File: src/rtl/axis_sample_packer_pkg.sv
// Shared types and helpers for the AXI-stream sample packer and its output hold register.
package axis_sample_packer_pkg;

  typedef enum logic [1:0] {
    IDLE,
    RUN,
    DRAIN
  } state_t;

  localparam int DROP_CNT_WIDTH = 32;

  function automatic int lanes(input int bus_width, input int sample_width);
    return bus_width / sample_width;
  endfunction

endpackage

File: src/rtl/axis_sample_packer_if.sv
// AXI-stream word channel between the sample packer and the downstream FIFO.
interface axis_sample_packer_if #(
  parameter int BUS_WIDTH = 256
);

  logic [BUS_WIDTH-1:0] tdata;
  logic                 tvalid;
  logic                 tready;

  modport master (output tdata, output tvalid, input tready);
  modport slave  (input tdata, input tvalid, output tready);

endinterface

File: src/rtl/axis_sample_packer_hold_reg.sv
// axis_hold_reg: single-entry AXI-stream output register that reports load, accept and overflow.
module axis_hold_reg #(
  parameter int WIDTH = 256
) (
  input  logic             clk,
  input  logic             rst,
  input  logic             load,
  input  logic [WIDTH-1:0] load_data,
  output logic [WIDTH-1:0] tdata,
  output logic             tvalid,
  input  logic             tready,
  output logic             load_ok,
  output logic             accept,
  output logic             overflow
);

  // A new word may replace the held one in the same cycle it is consumed.
  assign accept   = tvalid & tready;
  assign load_ok  = load & (~tvalid | accept);
  assign overflow = load & ~load_ok;

  always_ff @(posedge clk) begin
    if (!rst) begin
      tdata  <= '0;
      tvalid <= 1'b0;
    end else if (load_ok) begin
      tdata  <= load_data;
      tvalid <= 1'b1;
    end else if (accept) begin
      tvalid <= 1'b0;
    end
  end

endmodule

File: src/rtl/axis_sample_packer.sv
// Packs decimated samples into wide AXI-stream words and counts words lost to backpressure.
// Optional macro AXIS_SAMPLE_PACKER_SEQ_TAG_EN puts a word sequence number in lane 0.
module axis_sample_packer
  import axis_sample_packer_pkg::*;
#(
  parameter int SAMPLE_WIDTH = 16,
  parameter int BUS_WIDTH    = 256,
  parameter int DECIM_WIDTH  = 16
) (
  input  logic                      axis_clk,
  input  logic                      rst,
  input  logic                      enable,
  input  logic [DECIM_WIDTH-1:0]    decim,
  input  logic [SAMPLE_WIDTH-1:0]   sample_in,
  input  logic                      sample_valid,
  axis_sample_packer_if.master      m_axis,
  output logic [DROP_CNT_WIDTH-1:0] drop_count,
  output logic                      busy
);

  localparam int LANES = lanes(BUS_WIDTH, SAMPLE_WIDTH);
  localparam int IDX_W = (LANES > 1) ? $clog2(LANES) : 1;
`ifdef AXIS_SAMPLE_PACKER_SEQ_TAG_EN
  localparam int FIRST_LANE = 1;
`else
  localparam int FIRST_LANE = 0;
`endif
  localparam logic [IDX_W-1:0] FIRST_IDX = IDX_W'(FIRST_LANE);
  localparam logic [IDX_W-1:0] LAST_IDX  = IDX_W'(LANES - 1);

  state_t                 state;
  state_t                 state_next;
  logic [DECIM_WIDTH-1:0] decim_q;
  logic [DECIM_WIDTH-1:0] dcnt;
  logic [IDX_W-1:0]       idx;
  logic [BUS_WIDTH-1:0]   acc;
  logic [BUS_WIDTH-1:0]   word;
  logic                   keep;
  logic                   complete;
  logic                   load_ok;
  logic                   accept;
  logic                   overflow;
  logic                   hold_full_next;
`ifdef AXIS_SAMPLE_PACKER_SEQ_TAG_EN
  logic [SAMPLE_WIDTH-1:0] seq;
`endif

  assign keep     = (state == RUN) && sample_valid && (dcnt == '0);
  assign complete = keep && (idx == LAST_IDX);
  assign busy     = (state != IDLE);
  assign hold_full_next = load_ok | (m_axis.tvalid & ~accept);

  always_comb begin
    word = acc;
    word[int'(idx)*SAMPLE_WIDTH +: SAMPLE_WIDTH] = sample_in;
`ifdef AXIS_SAMPLE_PACKER_SEQ_TAG_EN
    word[SAMPLE_WIDTH-1:0] = seq;
`endif
  end

  // Leaving RUN must wait in DRAIN while a word is still held, including one completed this cycle.
  always_comb begin
    state_next = state;
    case (state)
      IDLE:    if (enable) state_next = RUN;
      RUN:     if (!enable) state_next = hold_full_next ? DRAIN : IDLE;
      DRAIN:   if (!hold_full_next) state_next = IDLE;
      default: state_next = IDLE;
    endcase
  end

  always_ff @(posedge axis_clk) begin
    if (!rst) begin
      state   <= IDLE;
      decim_q <= '0;
      dcnt    <= '0;
      idx     <= '0;
      acc     <= '0;
    end else begin
      state <= state_next;
      if (state == IDLE && enable) begin
        decim_q <= decim;
        dcnt    <= '0;
        idx     <= FIRST_IDX;
      end else if (state == RUN) begin
        if (sample_valid)
          dcnt <= (dcnt == '0) ? decim_q : dcnt - DECIM_WIDTH'(1);
        if (!enable)
          idx <= FIRST_IDX;
        else if (keep)
          idx <= complete ? FIRST_IDX : idx + IDX_W'(1);
        if (keep && !complete)
          acc[int'(idx)*SAMPLE_WIDTH +: SAMPLE_WIDTH] <= sample_in;
      end
    end
  end

`ifdef AXIS_SAMPLE_PACKER_SEQ_TAG_EN
  // Dropped words still consume a sequence number so downstream can see the gap.
  always_ff @(posedge axis_clk) begin
    if (!rst)
      seq <= '0;
    else if (state == IDLE && enable)
      seq <= '0;
    else if (complete)
      seq <= seq + SAMPLE_WIDTH'(1);
  end
`endif

  always_ff @(posedge axis_clk) begin
    if (!rst)
      drop_count <= '0;
    else if (overflow && drop_count != '1)
      drop_count <= drop_count + DROP_CNT_WIDTH'(1);
  end

  axis_hold_reg #(
    .WIDTH(BUS_WIDTH)
  ) u_hold (
    .clk      (axis_clk),
    .rst      (rst),
    .load     (complete),
    .load_data(word),
    .tdata    (m_axis.tdata),
    .tvalid   (m_axis.tvalid),
    .tready   (m_axis.tready),
    .load_ok  (load_ok),
    .accept   (accept),
    .overflow (overflow)
  );

endmodule

File: src/flat_wrapper.sv
// flat-port wrapper written by rule: the top's interface ports become plain ports
module axis_sample_packer_flat import axis_sample_packer_pkg::*;
#(
  parameter int SAMPLE_WIDTH = 16,
  parameter int BUS_WIDTH    = 256,
  parameter int DECIM_WIDTH  = 16
)
  (axis_clk, rst, enable, decim, sample_in, sample_valid, drop_count, busy, m_axis_tdata, m_axis_tvalid, m_axis_tready);
  axis_sample_packer_if #(.BUS_WIDTH(BUS_WIDTH)) m_axis_i ();
  input  logic axis_clk;
  input  logic rst;
  input  logic enable;
  input  logic [DECIM_WIDTH-1:0] decim;
  input  logic [SAMPLE_WIDTH-1:0] sample_in;
  input  logic sample_valid;
  output logic [DROP_CNT_WIDTH-1:0] drop_count;
  output logic busy;
  output wire logic [$bits(m_axis_i.tdata)-1:0] m_axis_tdata;
  output wire logic [$bits(m_axis_i.tvalid)-1:0] m_axis_tvalid;
  input wire logic [$bits(m_axis_i.tready)-1:0] m_axis_tready;
  assign m_axis_tdata = m_axis_i.tdata;
  assign m_axis_tvalid = m_axis_i.tvalid;
  assign m_axis_i.tready = m_axis_tready;
  axis_sample_packer #(.SAMPLE_WIDTH(SAMPLE_WIDTH), .BUS_WIDTH(BUS_WIDTH), .DECIM_WIDTH(DECIM_WIDTH)) u_core (.axis_clk(axis_clk), .rst(rst), .enable(enable), .decim(decim), .sample_in(sample_in), .sample_valid(sample_valid), .m_axis(m_axis_i), .drop_count(drop_count), .busy(busy));
endmodule
File: config.mk
export PLATFORM = sky130hd
export DESIGN_NAME = axis_sample_packer_flat
export DESIGN_NICKNAME = d
export VERILOG_FILES = /design/src/rtl/axis_sample_packer_pkg.sv /design/src/rtl/axis_sample_packer_if.sv /design/src/rtl/axis_sample_packer_hold_reg.sv /design/src/rtl/axis_sample_packer.sv /design/src/flat_wrapper.sv
export SDC_FILE = /design/constraint.sdc
export NUM_CORES = 1
export LEC_CHECK = 0
export CORE_MARGIN = 2
export CORE_UTILIZATION = 25
export DETAILED_ROUTE_END_ITERATION = 12
export PLACE_DENSITY_LB_ADDON = 0.08
export SLEW_MARGIN = 30
export SYNTH_ARGS = -nofsm -noshare
export SYNTH_HDL_FRONTEND = slang
export SYNTH_SLANG_ARGS = --single-unit
File: constraint.sdc
create_clock -name axis_clk -period 8 [get_ports axis_clk]
set_input_delay 1.2 -clock axis_clk [delete_from_list [all_inputs] [get_ports axis_clk]]
set_output_delay 1.2 -clock axis_clk [all_outputs]
set_load 0.02 [all_outputs]
==> flow_summary.ini, run 1 <==
[status]
status = completed

[pwr]
switching_share = 0.2377
p_leak_nw = 10.64
power_density_nw_per_um2 = 213.5
p_comb_frac = 0.044
seq_power_share = 0.437
fin_total_pwr_w = 0.006698
p_int_w = 0.005105
ir_worst_vdd_mv = 0.1211
clkPwrFrac = 0.519
p_sw_w = 0.001592

[yosys]
synth-edff-count = 0
yosysMostFrequentCell = dfxtp_1
synth_top_area_share = 0.4742
synth_seq_cells = 583
postSynth.asyncResetShare = 0
synth_warnings = 0
syn_area_um2 = 24610
ys_types = 62
ys_top_cells_by_area = dfxtp_1, a21oi_1, mux2i_1, nand2_1, o21ai_0
synth_nets = 2943
synth_largest_area_cell = dfxtp_1
syn_area_per_cell_um2 = 8.487
synth_commonest_cells = dfxtp_1, nand2_1, a21oi_1
synthFlopType = dfxtp_1
postSynthCellCount = 2900
ys_seq_area_frac = 0.4742

[cts]
cts_resized = 0
cts_buffers = 73
h-tree-depth = 3
cts.sinks = 583
path_clk_slew_ps = 60
postCtsHoldBufs = 0
clk-insertion-delay-late_ps = 620
tritoncts = done
ctsLongestPathBuffers = 3
cts_root_buffer = clkbuf_16
cts_setup_buffers = 0

[setup_path]
worst_path_max_delay_cell = nand4_1
worstSetupEndpointType = flop
slowest_delay_ps = 820
critical_path.max_fanout = 23
crit-reg2reg-capture = u_core.acc[90]$_SDFFE_PN0P_
critPathBufInv = 2
worstReg2RegStart = u_core.idx[1]$_SDFFE_PP0P_
critPathMostFrequentCell = inv_1
cp.depth = 7
arrival_ps = 4220
rrSetupSlack_ps = 4240
startpoint_type = flop
crit_family = simple AND/OR/NAND/NOR gates
cp.required_ps = 8460
reg2regPathDepth = 7
cp_cell_sequence = inv_1 > ha_1 > inv_1 > nor2_1 > nand4_1 > nand2_1 > a21oi_1
worstSetupPathType = reg -> reg

[detailed_routing]
drcViolationCount = 0
final_antenna_net_count = 0
dr.pass1.iters = 5
viasPerCell = 4.831
drt_iter0_drc = 1230
wire_per_inst_um = 20.90
wirelength_um = 92450
vias = 21366

[job]
max_cap_violations = 0

[placed_design]
port-buffer-count = 326
place.gp.congestion = 0.7817
post_dp_cell_area_um2 = 28720
dp_hpwl_um = 61790

[finish]
areaGrowthSynthToFinish_pct = 27.45
fin_area_um2 = 31370
fin_util = 0.3201
layout-drive-gt1-share = 0.07724
nNetsFinal = 3119
fillCellCount = 10093

[global_route]
grt_max_degree = 243
antenna_found_initial = 11
overflow = 0
grt_pass1_wl_um = 137900
track_usage = 0.1778
grt_pass1_vias = 20694

[floorplan]
die_area_um2 = 101000
die_h_um = 317.8
die_w_um = 317.8
core-area_um2 = 97990
start_util = 0.2512
rows = 115
io_pins = 327

[sta]
hold_violations = 0
setup_viol = 0
period_needed_ps = 3757
report.final.slew_viol_count = 0
fin_crit_sh = 0.4696
max_freq_mhz = 266.2
whs_ps = 446.4
skew_ps = 23.12
max_slew_margin = 0.2359
tightest_slew_ps = 1143
setup_tns_ps = 0
rsz0062_at_grt = false

[min_path]
hp-class = reg -> reg
hold_end = u_core.acc[234]$_SDFFE_PN0P_
holdPathStages = 2
min_from = u_core.acc[234]$_SDFFE_PN0P_
## power groups by stage
stage | sequential, W | combinational, W | clock, W
after floorplan | 0.00299 | 0.000197 | 0
after global placement | 0.00299 | 0.000295 | 0
after detailed placement | 0.00299 | 0.000301 | 0
after CTS | 0.00293 | 0.000301 | 0.00358
after global routing | 0.00293 | 0.000323 | 0.00370
final | 0.00293 | 0.000297 | 0.00347
## logic make-up after synthesis
group | share of synthesized area
fa+ha+maj | 0.003050
flops | 0.4742
xor+xnor | 0.0003559
simple gates | 0.1743
compound gates | 0.1927
buf+inv | 0.05201
mux | 0.1034
## worst max path at each step
stage / startpoint / to
after floorplan: u_core.idx[0]$_SDFFE_PP0P_ / u_core.u_hold.tdata[70]$_SDFFE_PN0P_
after global placement: sample_valid / u_core.acc[231]$_SDFFE_PN0P_
after detailed placement: sample_valid / u_core.acc[190]$_SDFFE_PN0P_
after CTS: u_core.idx[1]$_SDFFE_PP0P_ / u_core.acc[83]$_SDFFE_PN0P_
after global routing: u_core.idx[1]$_SDFFE_PP0P_ / u_core.acc[90]$_SDFFE_PN0P_
final: u_core.idx[1]$_SDFFE_PP0P_ / u_core.acc[90]$_SDFFE_PN0P_
## tightest hold or removal path: stages, from the launching register on
cell     delay (ps)
dfxtp_1         310
nand2_1          50
a21oi_1          50
## placed cells by master (no fill, tap or decap), types with 23 or more instances in the layout
cell             instances
a211oi_1                23
a21oi_1                533
and2_1                  42
and3_1                  34
buf_4                   38
clkbuf_16               75
clkdlybuf4s50_1        325
dfxtp_1                583
mux2i_1                252
nand2_1                549
nand3_1                 24
nand4_1                 26
nor2_1                  52
o21ai_0                259
## registers in the layout, summed over array words and instances (netlist names)
name                  flops
u_core.acc              256
u_core.dcnt              16
u_core.decim_q           16
u_core.drop_count        32
u_core.idx                4
u_core.state              2
u_core.u_hold.tdata     256
u_core.u_hold.tvalid      1
## per-stage QoR
step	instances	worst slack [ps]
final	4423	4243
after global routing	4420	3933
after CTS	4411	4216
after detailed placement	4279	3673
after global placement	4265	3360
after floorplan	2900	5096
## routing by layer
layer / share of wire / GRT usage / routed length, um / up-vias
met2: 0.47 / 0.2925 / 43140 / 476
met1: 0.46 / 0.2392 / 42680 / 10301
met5: 0 / 0 / 0 / -
met3: 0.050 / 0.03012 / 4620 / 102
li1: - / - / - / 10487
met4: 0.022 / 0.04910 / 2004 / 0
## layout make-up
cell class	instances	area (um^2)	area share
clock inverters	30	387.9	0.01237
inverters	14	60.06	0.001915
flip-flops and latches	583	11670	0.3721
clock buffers	102	2118	0.06753
diodes	3	7.507	0.0002393
multi-input cells	2022	11720	0.3735
well taps	1287	1610	0.05134
repair buffers	382	3796	0.1210
Power figures use the tool's default switching activity.
==> run 2: changes to the inputs <==
==> constraint.sdc (replaced) <==
create_clock -name axis_clk -period 3.1 [get_ports axis_clk]
set_input_delay 0.465 -clock axis_clk [delete_from_list [all_inputs] [get_ports axis_clk]]
set_output_delay 0.465 -clock axis_clk [all_outputs]
set_load 0.02 [all_outputs]
==> run 2 against run 1 <==
Effect of this change:
- wire length is 2.1% higher
- die area stayed put
- global-route usage is 0.30 points higher
- worst hold slack got worse by 140 ps
- clock-buffer cell count grew 3
- setup slack got worse by 3800 ps
- core utilization grew 0.22 points
- combinational power grew to 2.7 times the previous value
- largest power group unchanged
- clock skew up 1.2 ps
- flip-flop and latch count is the same
- sequential share of layout area shrank 0.25 points
- critical path type unchanged
- sequential power increased to 2.6 times the previous value
==> flow_summary.ini, run 2 (synthesized netlist as in run 1, its figures left out) <==
[status]
status = completed

[sta]
fin_crit_sh = 0.8610
max_freq_mhz = 374.7
report.final.slew_viol_count = 0
whs_ps = 310.7
period_needed_ps = 2669
fin_ws_ps = 430.9
setup_viol = 0
max_slew_margin = 0.3886
skew_ps = 24.36
rsz0062_at_grt = false
hold_violations = 0
tightest_slew_ps = 915.6
setup_tns_ps = 0

[floorplan]
die_h_um = 317.8
start_util = 0.2512
die_w_um = 317.8
io_pins = 327
die_area_um2 = 101000
core-area_um2 = 97990
rows = 115

[setup_path]
startpoint_type = flop
cp.required_ps = 3600
critical_path.max_fanout = 36
worstSetupPathType = reg -> reg
reg2regPathDepth = 7
crit_start = u_core.idx[0]$_SDFFE_PP0P_
worstReg2RegStart = u_core.idx[0]$_SDFFE_PP0P_
rrSetupSlack_ps = 430
arrival_ps = 3170
worstSetupEndpointType = flop

[pwr]
p_comb_frac = 0.049
switching_share = 0.2439
ir_worst_vdd_mv = 0.3530
p_leak_nw = 10.79
clkPwrFrac = 0.500
power_density_nw_per_um2 = 530.0
fin_total_pwr_w = 0.01674
p_sw_w = 0.004082
p_int_w = 0.01266
seq_power_share = 0.452

[finish]
nNetsFinal = 3167
largestRegisters = u_core.acc (256), u_core.u_hold.tdata (256), u_core.drop_count (32)
fin_util = 0.3223
areaGrowthSynthToFinish_pct = 28.31
fillCellCount = 10065
final_common_cell = dfxtp_1
layout_common_cells = dfxtp_1, nand2_1, a21oi_1
layout-drive-gt1-share = 0.08716

[detailed_routing]
final_antenna_net_count = 0
drcViolationCount = 0
viasPerCell = 4.847
wl_met1_um = 42150
topRoutingLayerUsed = met4
wire_per_inst_um = 21.10
dr.pass1.iters = 5
wl_met2_um = 43760
vias = 21672
wirelength_um = 94350
drt_iter0_drc = 1351
met3_length_um = 6028

[cts]
ctsLongestPathBuffers = 3
clk-insertion-delay-late_ps = 640
cts_buffers = 72
cts_setup_buffers = 0
cts_resized = 0
path_clk_slew_ps = 60
tritoncts = done
cts_root_buffer = clkbuf_16
cts.sinks = 583
postCtsHoldBufs = 0
h-tree-depth = 3

[min_path]
hp-class = in -> reg
min_from = rst
holdPathStages = 3

[placed_design]
dp_slack_ps = 337.4
dp_hpwl_um = 63420
port-buffer-count = 326
place.gp.congestion = 0.7940

[job]
max_cap_violations = 0

[global_route]
antenna_found_initial = 9
track_usage = 0.1808
grt_pass1_vias = 21021
overflow = 0
grt_pass1_wl_um = 139700
grt_max_degree = 137
## run 2: per-layer routing
layer	vias up	track usage
met5	-	0
met2	509	0.2949
met4	0	0.05926
met1	10458	0.2378
met3	127	0.03687
li1	10578	-
## run 2: final cells by class
| class | instances | area, um^2 | share of cell area |
|---|---|---|---|
| multi-input combinational | 2022 | 11680 | 0.3699 |
| sequential | 583 | 11670 | 0.3696 |
| timing repair buffer | 431 | 4215 | 0.1335 |
| clock buffer | 105 | 2097 | 0.06640 |
| tap | 1287 | 1610 | 0.05099 |
| clock inverter | 23 | 229.0 | 0.007250 |
| inverter | 14 | 60.06 | 0.001902 |
| antenna | 6 | 15.01 | 0.0004754 |
## run 2: critical path, stage by stage, from the launching register on
cell and delay (ps):
dfxtp_1 390, buf_4 360, nand2b_1 160, or3_1 610, nor2_2 230, buf_12 200
mux2i_1 460, a21oi_1 120
## run 2: worst paths after layout
kind	to
worst min register to register	u_core.acc[29]$_SDFFE_PN0P_
worst max-delay path	u_core.u_hold.tdata[114]$_SDFFE_PN0P_
worst max register to register	u_core.u_hold.tdata[114]$_SDFFE_PN0P_
worst min-delay path	u_core.drop_count[3]$_SDFFE_PN0P_
## run 2: through the flow
stage | cells | cell area, um^2
3_5_place_dp | 4337 | 29240
5_1_grt | 4465 | 31570
4_1_cts | 4465 | 31570
3_3_place_gp | 4337 | 29240
6_report | 4471 | 31580
2_1_floorplan | 2900 | 24610
## run 2: power by group through the flow
stage | combinational [W] | clock [W] | sequential (W)
floorplan | 0.000508 | 0 | 0.00771
global placement | 0.000816 | 0 | 0.00772
detailed placement | 0.000819 | 0 | 0.00772
CTS | 0.000821 | 0.00867 | 0.00756
global route | 0.000885 | 0.00897 | 0.00756
finish | 0.000813 | 0.00837 | 0.00756
==> run 3: changes to the inputs <==
==> constraint.sdc (replaced) <==
create_clock -name axis_clk -period 2.19 [get_ports axis_clk]
set_input_delay 0.3285 -clock axis_clk [delete_from_list [all_inputs] [get_ports axis_clk]]
set_output_delay 0.3285 -clock axis_clk [all_outputs]
set_load 0.02 [all_outputs]
==> run 3 against run 2 <==
Effect of this change:
- the flow now finishes with violations (negative setup slack)
- combinational power up 76%
- wire length up 6.4%
- flip-flop and latch count unchanged
- setup slack worse by 540 ps
- die area unchanged
- clock skew down 2.4 ps
- first-iteration DRC count up 11%
- highest routed layer unchanged
==> flow_summary.ini, run 3 (synthesized netlist as in run 1, its figures left out) <==
[status]
status = finished with violations
violations = negative setup slack

[setup_path]
rrSetupSlack_ps = -110
worstSetupPathType = reg -> reg
critPathMostFrequentCell = buf_12
worstReg2RegStart = u_core.dcnt[0]$_SDFFE_PP0N_
crit-reg2reg-capture = u_core.u_hold.tdata[214]$_SDFFE_PN0P_
reg2regPathDepth = 11
worstSetupEndpointType = flop
slowest_delay_ps = 320
arrival_ps = 2850
startpoint_type = flop
cp.required_ps = 2740
worst_path_max_delay_cell = dfxtp_2
critical_path.max_fanout = 22
cp_cell_sequence = inv_2 > ha_4 > nor4b_4 > buf_4 > nand4_1 > nor3_2 > buf_12 > buf_12 > clkbuf_16 > o21ai_0 > a21oi_1

[cts]
cts_buffers = 71
tritoncts = done
postCtsHoldBufs = 0
path_clk_slew_ps = 60
h-tree-depth = 3
cts_root_buffer = clkbuf_16
cts.sinks = 583
clk-insertion-delay-late_ps = 620
ctsLongestPathBuffers = 3

[pwr]
power_density_nw_per_um2 = 677.0
p_leak_nw = 12.86
fin_total_pwr_w = 0.02429
ir_worst_vdd_mv = 0.4124

[finish]
largestRegisters = u_core.acc (256), u_core.u_hold.tdata (256), u_core.drop_count (32)
layout_common_cells = dfxtp_1, nand2_1, a21oi_1
areaGrowthSynthToFinish_pct = 45.79
nNetsFinal = 3420
layout-drive-gt1-share = 0.1853
regArea_um2 = 11690
fillCellCount = 9812
fin_area_um2 = 35880
final_common_cell = dfxtp_1
multi_input_area_um2 = 12330

[sta]
hold_violations = 0
period_needed_ps = 2303
tightest_slew_ps = 966.2
whs_ps = 178.6
max_freq_mhz = 434.1
max_slew_margin = 0.3558
fin_crit_sh = 1.052
skew_ps = 21.95
setup_viol = 298
fin_ws_ps = -113.5
rsz0062_at_grt = true
report.final.slew_viol_count = 0

[detailed_routing]
wirelength_um = 100400
final_antenna_net_count = 0
wire_per_inst_um = 21.27
drcViolationCount = 0
drt_iter0_drc = 1498
dr.pass1.iters = 5
vias = 22950
viasPerCell = 4.863

[min_path]
holdPathStages = 3
min_from = rst
hp-class = in -> reg
hold_end = u_core.dcnt[14]$_SDFFE_PP0N_

[floorplan]
die_w_um = 317.8
core-area_um2 = 97990
io_pins = 327
start_util = 0.2512
die_area_um2 = 101000
die_h_um = 317.8
rows = 115

[job]
max_cap_violations = 0

[global_route]
grt_pass1_wl_um = 146100
grt_pass1_vias = 22453
track_usage = 0.1881
grt_max_degree = 166
antenna_found_initial = 7
overflow = 0

[placed_design]
dp_hpwl_um = 65170
place.gp.congestion = 0.7877
post_dp_cell_area_um2 = 31700
port-buffer-count = 326
[run 3: critical path: cells and delay by family (launching register included)]
family	cells	cell delay, ps
compound gates	2	260
flops	1	320
fa+ha+maj	1	120
simple gates	3	680
buf+inv	5	830
[run 3: worst max-delay path by stage]
stage | startpoint | endpoint | slack [ps] | cells after the start
after CTS | u_core.dcnt[0]$_SDFFE_PP0N_ | u_core.u_hold.tdata[62]$_SDFFE_PN0P_ | -110 | 11
after global routing | u_core.dcnt[0]$_SDFFE_PP0N_ | u_core.u_hold.tdata[130]$_SDFFE_PN0P_ | -220 | 12
final | u_core.dcnt[0]$_SDFFE_PP0N_ | u_core.u_hold.tdata[214]$_SDFFE_PN0P_ | -110 | 11
after global placement | sample_valid | u_core.acc[163]$_SDFFE_PN0P_ | -280 | 9
after detailed placement | sample_valid | u_core.acc[209]$_SDFFE_PN0P_ | -310 | 9
after floorplan | u_core.idx[0]$_SDFFE_PP0P_ | u_core.u_hold.tdata[134]$_SDFFE_PN0P_ | -110 | 10
[run 3: area by class of cell]
cell class | instances | area share
timing repair buffer | 685 | 0.2168
sequential | 583 | 0.3258
multi-input combinational | 2022 | 0.3437
inverter | 14 | 0.001743
clock buffer | 101 | 0.05865
tap | 1287 | 0.04488
antenna | 6 | 0.0004184
clock inverter | 21 | 0.007985
[run 3: metal layers]
layer	routed length (um)	GRT usage	vias to the layer above
met5	0	0	-
met4	2864	0.06011	0
met3	5043	0.03337	128
met2	47020	0.3108	578
met1	45460	0.2481	11160
li1	-	-	11084
[run 3: metrics by stage]
step | TNS [ps] | std cells | utilization | worst slack [ps]
CTS | -20730 | 4697 | 0.3609 | -112.5
global route | -64880 | 4716 | 0.3661 | -216.7
detailed placement | -98590 | 4521 | 0.3235 | -312.3
floorplan | -10980 | 2900 | - | -112.8
global placement | -85470 | 4521 | 0.3235 | -282.8
finish | -13070 | 4719 | 0.3662 | -113.5
[run 3: repair_timing]
action,in CTS,in global routing
cloned,17,14
endpoints found under the setup margin,492,538
setup buffers,38,7
gates resized for setup,136,141
pin swaps,47,9
[run 3: where the power goes]
part           switching (W)  total (W)  internal [W]
combinational       0.000888    0.00143      0.000542
sequential         0.0000358     0.0107        0.0107
clock                0.00479     0.0122       0.00738
